## src/rtl/alarm_annunciator.sv

```systemverilog
// rtl/alarm_annunciator.sv - operator annunciator driven by the security FSM status outputs
//
// Purpose:
//   Turns the security FSM state and alarm bit into operator-facing signals:
//   a pre-warning strobe, a patterned siren, an escalation flag for an alarm
//   nobody responds to, and an acknowledge handshake that silences the siren.
//
// Parameters:
//   ON_CYC    siren-high cycles per pattern period (>=1)
//   OFF_CYC   siren-low cycles per pattern period (>=1)
//   ESC_CYC   unacknowledged SOUND cycles before escalation (>=1)
//
// Ports:
//   clk        in   clock, rising edge
//   rst        in   asynchronous active-high reset
//   sec_state  in   security FSM state (00 OFF, 01 ARMED, 10 TRIGGERED, 11 ALARM_ON)
//   sec_next   in   security FSM next state (not used)
//   sec_alarm  in   security FSM alarm bit
//   ack        in   operator acknowledge, level-sampled
//   ack_req    out  acknowledge requested
//   siren      out  siren drive
//   strobe     out  pre-warning / visual indicator
//   escalate   out  unacknowledged-timeout flag
//   evt_count  out  saturating alarm event count
//   ann_state  out  internal state (00 IDLE, 01 PREWARN, 10 SOUND, 11 SILENCED)

module alarm_annunciator #(
    parameter int ON_CYC  = 4,
    parameter int OFF_CYC = 4,
    parameter int ESC_CYC = 64
) (
    input  logic       clk,
    input  logic       rst,
    input  logic [1:0] sec_state,
    input  logic [1:0] sec_next,
    input  logic       sec_alarm,
    input  logic       ack,
    output logic       ack_req,
    output logic       siren,
    output logic       strobe,
    output logic       escalate,
    output logic [7:0] evt_count,
    output logic [1:0] ann_state
);

    localparam logic [1:0] ST_IDLE     = 2'b00;
    localparam logic [1:0] ST_PREWARN  = 2'b01;
    localparam logic [1:0] ST_SOUND    = 2'b10;
    localparam logic [1:0] ST_SILENCED = 2'b11;

    localparam int PW = (ON_CYC + OFF_CYC > 2) ? $clog2(ON_CYC + OFF_CYC) : 1;
    localparam int EW = (ESC_CYC > 1) ? $clog2(ESC_CYC + 1) : 1;

    localparam logic [PW-1:0] PH_ON  = PW'(ON_CYC);
    localparam logic [PW-1:0] PH_MAX = PW'(ON_CYC + OFF_CYC - 1);
    localparam logic [EW-1:0] ESC_LIM = EW'(ESC_CYC);

    logic [1:0]    state_q, state_d;
    logic [PW-1:0] phase_q, phase_d;
    logic [EW-1:0] esc_q, esc_d;
    logic [7:0]    evt_q, evt_d;
    logic          siren_q, siren_d;
    logic          strobe_q, strobe_d;
    logic          escalate_q, escalate_d;
    logic          ack_req_q, ack_req_d;

    // sec_next is carried on the bus for compatibility only.
    logic unused_sec_next;
    assign unused_sec_next = ^sec_next;

    // Next-state logic
    always_comb begin
        state_d = state_q;
        case (state_q)
            ST_IDLE: begin
                if (sec_alarm)
                    state_d = ST_SOUND;
                else if (sec_state == 2'b10)
                    state_d = ST_PREWARN;
            end
            ST_PREWARN: begin
                if (sec_alarm)
                    state_d = ST_SOUND;
                else if (!sec_state[1])
                    state_d = ST_IDLE;
            end
            ST_SOUND: begin
                // Alarm dropping wins over a same-cycle ack: the ack is
                // consumed and SILENCED is skipped.
                if (!sec_alarm)
                    state_d = ST_IDLE;
                else if (ack && ack_req_q)
                    state_d = ST_SILENCED;
            end
            default: begin
                // SILENCED holds until the alarm falls, so a level held high
                // across it can never be re-counted as a new event.
                if (!sec_alarm)
                    state_d = ST_IDLE;
            end
        endcase
    end

    // Counters and registered outputs, all derived from the next state so
    // every response is visible right after the sampling edge.
    always_comb begin
        phase_d = '0;
        esc_d   = '0;
        evt_d   = evt_q;
        if (state_d == ST_SOUND) begin
            if (state_q != ST_SOUND) begin
                if (evt_q != 8'hFF)
                    evt_d = evt_q + 8'd1;
            end else begin
                phase_d = (phase_q == PH_MAX) ? '0 : phase_q + 1'b1;
                esc_d   = (esc_q == ESC_LIM) ? esc_q : esc_q + 1'b1;
            end
        end

        escalate_d = (state_d == ST_SOUND) && (esc_d == ESC_LIM);
        siren_d    = (state_d == ST_SOUND) && (escalate_d || (phase_d < PH_ON));
        ack_req_d  = (state_d == ST_SOUND);
        strobe_d   = (state_d != ST_IDLE);
    end

    always_ff @(posedge clk or posedge rst) begin
        if (rst) begin
            state_q    <= ST_IDLE;
            phase_q    <= '0;
            esc_q      <= '0;
            evt_q      <= 8'd0;
            siren_q    <= 1'b0;
            strobe_q   <= 1'b0;
            escalate_q <= 1'b0;
            ack_req_q  <= 1'b0;
        end else begin
            state_q    <= state_d;
            phase_q    <= phase_d;
            esc_q      <= esc_d;
            evt_q      <= evt_d;
            siren_q    <= siren_d;
            strobe_q   <= strobe_d;
            escalate_q <= escalate_d;
            ack_req_q  <= ack_req_d;
        end
    end

    assign ann_state = state_q;
    assign evt_count = evt_q;
    assign siren     = siren_q;
    assign strobe    = strobe_q;
    assign escalate  = escalate_q;
    assign ack_req   = ack_req_q;

endmodule

```

## config.mk

```make
export PLATFORM = sky130hd
export DESIGN_NAME = alarm_annunciator
export DESIGN_NICKNAME = d
export VERILOG_FILES = /design/src/rtl/alarm_annunciator.sv
export SDC_FILE = /design/constraint.sdc
export NUM_CORES = 1
export LEC_CHECK = 0
export CAP_MARGIN = 20
export CORE_MARGIN = 5
export CORE_UTILIZATION = 45
export DETAILED_ROUTE_END_ITERATION = 6
export GPL_ROUTABILITY_DRIVEN = 0
export PLACE_DENSITY = 0.8
export SYNTH_ARGS = -nofsm -noshare
export SYNTH_HDL_FRONTEND = slang
export SYNTH_SLANG_ARGS = --single-unit
export TNS_END_PERCENT = 100
```

## constraint.sdc

```tcl
create_clock -name clk -period 1.6 [get_ports clk]
set_input_delay 0.4 -clock clk [delete_from_list [all_inputs] [get_ports clk]]
set_output_delay 0.4 -clock clk [all_outputs]
set_load 0.01 [all_outputs]
```

==> results of run 1 <==
[repair_timing]
action,CTS,global route
gates resized for setup,18,6
buffers inserted,8,2
endpoints found under the setup margin,16,4
gates cloned,0,0
pin swaps,2,3
[cells in the mapped netlist (all sizes together), types with 3 or more instances]
cell type,number,share of area [%]
nand3,5,2.6
xnor2,7,5.4
nand2,6,2.0
nand4,5,2.7
nand2b,4,2.2
ha,5,5.5
and2,3,1.6
inv,4,1.3
xor2,6,4.6
nor3,3,1.3
dfrtp,24,53
nor2,12,4.0
[logic make-up after synthesis]
| logic type | synth area share [%] |
|---|---|
| DFF | 52.7 |
| buffers and inverters | 2.30 |
| muxes | 0.988 |
| AOI/OAI and AO/OA | 6.92 |
| xor gates and xnor gates | 9.99 |
| and+or+nand+nor | 21.6 |
| adders and majority gates | 5.49 |
[report_power, final]
| group | switching, mW | internal (mW) |
|---|---|---|
| Clock | 0.185 | 0.139 |
| Combinational | 0.234 | 0.287 |
| Sequential | 0.0680 | 0.691 |
[critical path, cell delays in order, from the launching register on]
cell and delay, ps:
dfrtp_1 420, inv_1 90, ha_1 160, nand2_2 100, nor4_4 290, a21oi_2 60, or3_1 330, o31ai_2 170
[worst paths after layout]
| check | slack, ps | to | from | depth (start not counted) |
|---|---|---|---|---|
| min in group clk | 450 | phase_q[0] | phase_q[0] | 1 |
| max reg2reg | -100 | siren | esc_q[0] | 7 |
| max in group asynchronous | 890 | evt_count[2] | rst | 3 |
| min reg2reg | 450 | phase_q[0] | phase_q[0] | 1 |
| max | -100 | siren | esc_q[0] | 7 |
| min | 450 | evt_count[6] | rst | 3 |
[sequential cells by signal (all words and copies together), names as in the netlist]
register	count
siren	1
evt_count	8
ack_req	1
strobe	1
escalate	1
phase_q	3
ann_state	2
esc_q	7
[per-stage QoR]
| stage | util (%) | hold slack (ps) | area (um2) | setup TNS, ps |
|---|---|---|---|---|
| after floorplan | - | 415 | 1140 | -43.6 |
| after global placement | 63.1 | 423 | 1550 | -1420 |
| after detailed placement | 63.1 | 436 | 1550 | -1810 |
| after CTS | 66.9 | 432 | 1640 | -123 |
| after global routing | 68.3 | 469 | 1680 | -360 |
| final | 68.3 | 447 | 1680 | -154 |
[cell usage in the layout (no fill, tap or decap), types with 2 or more instances in the layout]
master and count:
nand3_2 2, ha_1 4, nand4_1 5, nor3_1 2
and2_1 3, dfrtp_1 23, nand3_1 3, clkdlybuf4s50_1 5
buf_4 35, nand2_1 5, and3_1 2, clkbuf_4 3
nor2_2 2, nor2_1 10, xor2_1 6, inv_1 3
nand2b_1 4, dlygate4sd2_1 14, xnor2_1 7
[layer usage]
| layer | routed length (um) | vias up | track usage [%] |
|---|---|---|---|
| met2 | 1450 | 29 | 30.6 |
| met3 | 135 | 8 | 2.77 |
| li1 | - | 470 | - |
| met1 | 1160 | 498 | 20.5 |
| met5 | 0 | - | 0 |
| met4 | 74 | 0 | 7.28 |
[layout make-up]
cell class	instances	share of cell area (%)
Timing Repair Buffer	54	26.0
Clock buffer	4	2.16
Multi-Input combinational cell	73	32.8
Tap cell	30	2.24
Sequential cell	24	35.9
Inverter	4	0.896
==> results.sh, run 1 <==
export IMPL_status="finished with violations"
export IMPL_violations="negative setup slack"
export IMPL_cp_max_fo=3
export IMPL_dp_cells=175
export IMPL_seq_area_um2=602
export IMPL_design_core_area_um2=2450
export IMPL_layout_drive_gt1_share_pct=34.0
export IMPL_rows=18
export IMPL_slew_viol_final=0
export IMPL_fillers=180
export IMPL_grt_start_max_net_pins=25
export IMPL_viasPerCell=5.32
export IMPL_wl_per_cell_um=14.9
export IMPL_die_area_um2=3640
export IMPL_clk_latency_ps=310
export IMPL_clockBufferDepth=2
export IMPL_post_place_ws_ps=-261
export IMPL_rsz0062_at_grt="true"
export IMPL_cts_tree="built"
export IMPL_overflow=0
export IMPL_die_width_um=60.3
export IMPL_p_leak_nw=0.823
export IMPL_synthArstFlopShare_pct=100
export IMPL_hold_class="in -> async"
export IMPL_slew_headroom_pct=78.0
export IMPL_crit_required_ps=1840
export IMPL_ios=22
export IMPL_yosys_register_bits=24
export IMPL_drt_iter0_markers=54
export IMPL_vias=1005
export IMPL_dp_hpwl_um=1880
export IMPL_drc=0
export IMPL_grt_usage_pct=17.2
export IMPL_root_buffer="clkbuf_4"
export IMPL_synth_edff_count=0
export IMPL_antenna_cells=0
export IMPL_hold_buffers=0
export IMPL_ys_seq_area_share_pct=52.7
export IMPL_multi_input_area_um2=551
export IMPL_cp_start_kind="flip-flop"
export IMPL_synth_area_um2=1140
export IMPL_fin_ws_ps=-104
export IMPL_synth_cells=103
export IMPL_port_buffers=19
export IMPL_fmax_ghz=0.587
export IMPL_area_delta_synth_final_pct=47.1
export IMPL_firstDrtPassIters=4
export IMPL_power_density_nw_per_um2=956
export IMPL_finalCriticalPeriod_ps=1700
export IMPL_wl_um=2820
export IMPL_antenna_found_initial=0
export IMPL_finalSetupViolCount=2
export IMPL_synth_avg_cell_area_um2=11.1
export IMPL_clock_skew_ps=3.80
export IMPL_synth_cell_types=30
export IMPL_power_total_mw=1.60
export IMPL_htreeDepth=1
export IMPL_cts_made_buffers=3
export IMPL_setup_worst_path_class="reg -> reg"
export IMPL_syn_num_nets=116
export IMPL_die_h_um=60.3
export IMPL_grt_pass1_wl_um=4640
export IMPL_ir_drop_uv=705
export IMPL_drv_cap=0
export IMPL_start_util_pct=46.4
export IMPL_num_nets_final=173
export IMPL_clock_sinks=24
export IMPL_cp_arrival_ps=1940
export IMPL_synth_ff_type="dfrtp_1"
export IMPL_drtAntennaViolNets=0
export IMPL_yosys_warnings=0
export IMPL_cts_clk_slew_worst_paths_ps=140
export IMPL_grt_pass1_vias=1049
export IMPL_end_kind="flip-flop"
export IMPL_hold_violations=0
export IMPL_fin_crit_sh_pct=106
export IMPL_tightest_slew_ps=330
export IMPL_stdcell_count=189
Power figures use the tool's default switching activity.
==> run 2, diff against run 1 <==
--- a/config.mk
+++ b/config.mk
@@ -11,6 +11,7 @@
 export DETAILED_ROUTE_END_ITERATION = 6
 export GPL_ROUTABILITY_DRIVEN = 0
 export PLACE_DENSITY = 0.8
+export SLEW_MARGIN = 25
 export SYNTH_ARGS = -nofsm -noshare
 export SYNTH_HDL_FRONTEND = slang
 export SYNTH_SLANG_ARGS = --single-unit
==> constraint.sdc (replaced) <==
create_clock -name clk -period 1.5 [get_ports clk]
set_input_delay 0.375 -clock clk [delete_from_list [all_inputs] [get_ports clk]]
set_output_delay 0.375 -clock clk [all_outputs]
set_load 0.01 [all_outputs]
==> results.sh, run 2 (synthesis gave the netlist of run 1 again) <==
export IMPL_cp_start_kind="flip-flop"
export IMPL_seq_area_um2=601
export IMPL_cts_tree="built"
export IMPL_clk_latency_ps=310
export IMPL_design_core_area_um2=2450
export IMPL_grt_pass1_vias=1052
export IMPL_finalCriticalPeriod_ps=1830
export IMPL_final_common_cell="buf_4"
export IMPL_crit_chain="buf_4 > buf_4 > nand4_1 > xor2_2 > a21oi_2 > or3_4 > o31ai_4"
export IMPL_largest_register_ffs=8
export IMPL_end_kind="flip-flop"
export IMPL_clock_sinks=24
export IMPL_root_buffer="clkbuf_4"
export IMPL_viasPerCell=5.21
export IMPL_area_delta_synth_final_pct=58.7
export IMPL_placed_area_um2=1560
export IMPL_port_buffers=19
export IMPL_cp_max_fo=3
export IMPL_reg2reg_depth=7
export IMPL_setup_worst_path_class="reg -> reg"
export IMPL_cp_arrival_ps=2060
export IMPL_post_route_util_pct=73.7
export IMPL_finalSetupViolCount=6
export IMPL_cts_clk_slew_worst_paths_ps=130
export IMPL_dp_hpwl_um=1990
export IMPL_ir_drop_uv=798
export IMPL_layout_drive_gt1_share_pct=42.7
export IMPL_antenna_cells=0
export IMPL_p_leak_nw=0.877
export IMPL_drt_iter0_markers=40
export IMPL_ios=22
export IMPL_die_area_um2=3640
export IMPL_overflow=0
export IMPL_die_h_um=60.3
export IMPL_design_area_um2=1810
export IMPL_rsz0062_at_grt="true"
export IMPL_crit_required_ps=1730
export IMPL_rrSetupSlack_ps=-330
export IMPL_grt_pass1_wl_um=4830
export IMPL_violations="negative setup slack"
export IMPL_tightest_slew_ps=404
export IMPL_multi_input_area_um2=626
export IMPL_grt_start_max_net_pins=25
export IMPL_cpMaxStageDelayCell="dfrtp_1"
export IMPL_crit_top_cell="buf_4"
export IMPL_num_nets_final=178
export IMPL_htreeDepth=1
export IMPL_slew_headroom_pct=73.1
export IMPL_post_place_ws_ps=-396
export IMPL_vias=1011
export IMPL_hold_violations=0
export IMPL_power_density_nw_per_um2=1030
export IMPL_fin_crit_sh_pct=122
export IMPL_antenna_found_initial=0
export IMPL_drc=0
export IMPL_slew_viol_final=0
export IMPL_fmax_ghz=0.546
export IMPL_layout_common_cells="buf_4, dfrtp_1, dlygate4sd2_1"
export IMPL_drtAntennaViolNets=0
export IMPL_power_total_mw=1.85
export IMPL_firstDrtPassIters=5
export IMPL_max_stage_delay_ps=420
export IMPL_cts_made_buffers=3
export IMPL_start_util_pct=46.4
export IMPL_drv_cap=0
export IMPL_fin_ws_ps=-331
export IMPL_fillers=175
export IMPL_hold_class="in -> async"
export IMPL_rows=18
export IMPL_die_width_um=60.3
export IMPL_hold_buffers=0
export IMPL_wl_per_cell_um=15.6
export IMPL_status="finished with violations"
export IMPL_clock_skew_ps=12.6
export IMPL_wl_um=3030
export IMPL_clockBufferDepth=2
export IMPL_grt_usage_pct=18.6
run 2: cell count changes in the layout (fill, tap and decap cells not counted), sizes merged:
cell and change:
buf +7, dlygate4sd2 -2
run 2: final timing paths:
path / start / to
worst max-delay path: esc_q[1] / siren
worst min-delay path: rst / evt_count[0]
worst max register to register: esc_q[1] / siren
worst min register to register: phase_q[0] / phase_q[0]
max in group asynchronous: rst / esc_q[2]
min in group clk: phase_q[0] / phase_q[0]
run 2: what timing repair did:
item	CTS	global route
endpoints found under the setup margin	18	8
buffers inserted	13	1
resized for setup	35	13
pin swaps	7	11
run 2: where the power goes:
group	switching, mW	internal (mW)
combinational	0.320	0.406
sequential	0.0615	0.734
clock	0.186	0.148
total	0.567	1.29
run 2: stage by stage:
stage          std cells  hold slack (ps)  setup TNS [ps]
2_1_floorplan        103              390            -244
3_3_place_gp         177              423           -2380
3_5_place_dp         177              439           -2910
4_1_cts              194              409            -571
5_1_grt              194              426           -1380
6_report             194              401            -716
run 2: metal layers:
metal	track usage, %	up-vias	routed length (um)
li1	-	481	-
met1	20.2	489	1170
met2	35.0	31	1640
met3	2.98	10	153
met4	8.23	0	68
met5	0	-	0
run 2: worst max-delay path, delay by kind of cell (launching register included):
kind	cells	cell delay, ps
buffers and inverters	2	280
AO/OA/AOI/OAI	2	310
flip-flops	1	420
AND/OR/NAND/NOR	2	560
XOR/XNOR	1	190
run 2: layout make-up:
class,instances,area share (%)
Timing Repair Buffer,59,27.3
Tap cell,30,2.07
Clock buffer,4,2.01
Sequential cell,24,33.2
Multi-Input combinational cell,73,34.6
Inverter,4,0.830
==> run 3, diff against run 2 <==
--- a/config.mk
+++ b/config.mk
@@ -10,7 +10,7 @@
 export CORE_UTILIZATION = 45
 export DETAILED_ROUTE_END_ITERATION = 6
 export GPL_ROUTABILITY_DRIVEN = 0
-export PLACE_DENSITY = 0.8
+export PLACE_DENSITY = 0.74
 export SLEW_MARGIN = 25
 export SYNTH_ARGS = -nofsm -noshare
 export SYNTH_HDL_FRONTEND = slang
==> results.sh, run 3 (synthesis gave the netlist of run 1 again) <==
export IMPL_r2r_start="esc_q[2]"
export IMPL_grt_pass1_wl_um=4470
export IMPL_power_frac_clock_pct=25.6
export IMPL_violations="negative setup slack"
export IMPL_die_width_um=60.3
export IMPL_drtAntennaViolNets=0
export IMPL_num_nets_final=171
export IMPL_dr_max_layer_used="met4"
export IMPL_dp_cells=176
export IMPL_fin_ws_ps=-178
export IMPL_ios=22
export IMPL_power_total_mw=1.84
export IMPL_slew_viol_final=0
export IMPL_layout_drive_gt1_share_pct=35.0
export IMPL_end_kind="flip-flop"
export IMPL_drc=0
export IMPL_largest_register_ffs=8
export IMPL_fin_crit_sh_pct=112
export IMPL_cp_max_fo=4
export IMPL_hold_violations=0
export IMPL_seq_power_share_pct=43.5
export IMPL_die_area_um2=3640
export IMPL_vias=978
export IMPL_status="finished with violations"
export IMPL_drv_cap=0
export IMPL_power_density_nw_per_um2=1090
export IMPL_rows=18
export IMPL_p_leak_nw=0.825
export IMPL_dp_hpwl_um=2000
export IMPL_grt_pass1_vias=1019
export IMPL_met3_length_um=118
export IMPL_slew_headroom_pct=76.5
export IMPL_overflow=0
export IMPL_p_int_mw=1.32
export IMPL_hold_worst_slack_ps=388
export IMPL_final_common_cell="buf_4"
export IMPL_wl_um=2760
export IMPL_clk_latency_ps=320
export IMPL_combPwrFrac_pct=30.9
export IMPL_tns_ps=-340
export IMPL_finalCriticalPeriod_ps=1680
export IMPL_stdcell_count=187
export IMPL_tightest_slew_ps=350
export IMPL_antenna_cells=0
export IMPL_crit_required_ps=1760
export IMPL_design_core_area_um2=2450
export IMPL_fmax_ghz=0.596
export IMPL_ir_drop_uv=781
export IMPL_cp_arrival_ps=1940
export IMPL_reg2reg_depth=5
export IMPL_wl_per_cell_um=14.7
export IMPL_layout_common_cells="buf_4, dfrtp_1, nor2_1, dlygate4sd2_1, xnor2_1"
export IMPL_finalSetupViolCount=2
export IMPL_switchingPower_mw=0.521
export IMPL_clockBufferDepth=2
export IMPL_cts_tree="built"
export IMPL_port_buffers=19
export IMPL_setup_worst_path_class="reg -> reg"
export IMPL_cts_clk_slew_worst_paths_ps=130
export IMPL_netSwitchingFraction_pct=28.4
export IMPL_r2r_end="escalate"
export IMPL_hold_class="in -> async"
export IMPL_antenna_found_initial=0
export IMPL_area_delta_synth_final_pct=47.5
export IMPL_fillers=192
export IMPL_start_util_pct=46.4
export IMPL_root_buffer="clkbuf_4"
export IMPL_clock_skew_ps=3.73
export IMPL_viasPerCell=5.23
export IMPL_grt_start_max_net_pins=25
export IMPL_htreeDepth=1
export IMPL_hold_buffers=0
export IMPL_post_place_ws_ps=-405
export IMPL_rsz0062_at_grt="true"
export IMPL_rrSetupSlack_ps=-180
export IMPL_die_h_um=60.3
export IMPL_cts_made_buffers=3
export IMPL_clock_sinks=24
export IMPL_firstDrtPassIters=5
export IMPL_route_met2_wl_um=1530
export IMPL_drt_iter0_markers=21
export IMPL_grt_usage_pct=16.8
export IMPL_cp_start_kind="flip-flop"
export IMPL_m1WireLength_um=1060
==> run 3: cell types whose count changed in the layout (fill, tap and decap cells not counted), sizes merged <==
cell and change:
clkbuf +1, bufinv +1, buf -9
==> run 3: how the worst max path moves through the flow <==
stage,startpoint,end,slack [ps],depth (start not counted)
2_1_floorplan,esc_q[4],escalate,-130,5
3_3_place_gp,ack,escalate,-370,5
3_5_place_dp,ack,escalate,-410,5
4_1_cts,esc_q[2],siren,-170,5
5_1_grt,esc_q[2],siren,-260,5
6_report,esc_q[2],escalate,-180,5
==> run 3: repair_timing <==
item | 4_1_cts | 5_1_grt
buffers inserted | 7 | 0
resized for setup | 25 | 6
setup endpoints to repair | 18 | 10
pin swaps | 5 | 4
==> run 3: through the flow <==
stage                     utilization, %  area (um2)
final                               68.5        1680
after global routing                68.5        1680
after CTS                           68.2        1680
after detailed placement            63.4        1560
after global placement              63.4        1560
after floorplan                        -        1140
==> run 3: layout make-up <==
type	count	area [um2]	share of cell area, %
multi-input cells	73	557	33.1
well taps	30	37.5	2.23
repair buffers	52	417	24.8
inverters	4	15.0	0.893
flip-flops and latches	24	603	35.9
clock inverters	1	30.0	1.79
clock buffers	3	22.5	1.34
==> run 3: power groups by stage <==
stage / sequential [mW] / combinational [mW] / clock, mW
2_1_floorplan: 0.880 / 0.145 / 0
3_3_place_gp: 0.825 / 0.522 / 0
3_5_place_dp: 0.833 / 0.548 / 0
4_1_cts: 0.800 / 0.580 / 0.485
5_1_grt: 0.811 / 0.620 / 0.520
6_report: 0.800 / 0.568 / 0.471
==> run 3: worst max-delay path: stages, from the launching register on <==
cell and delay, ps:
dfrtp_1 410, or3_4 430, nor3_2 190, a311oi_1 90, or4_1 420, nor2_1 90
==> run 3: metal layers <==
layer	vias to the layer above	global-route usage [%]
li1	465	-
met1	481	18.5
met2	26	31.6
met3	6	2.13
met4	0	7.59
met5	-	0
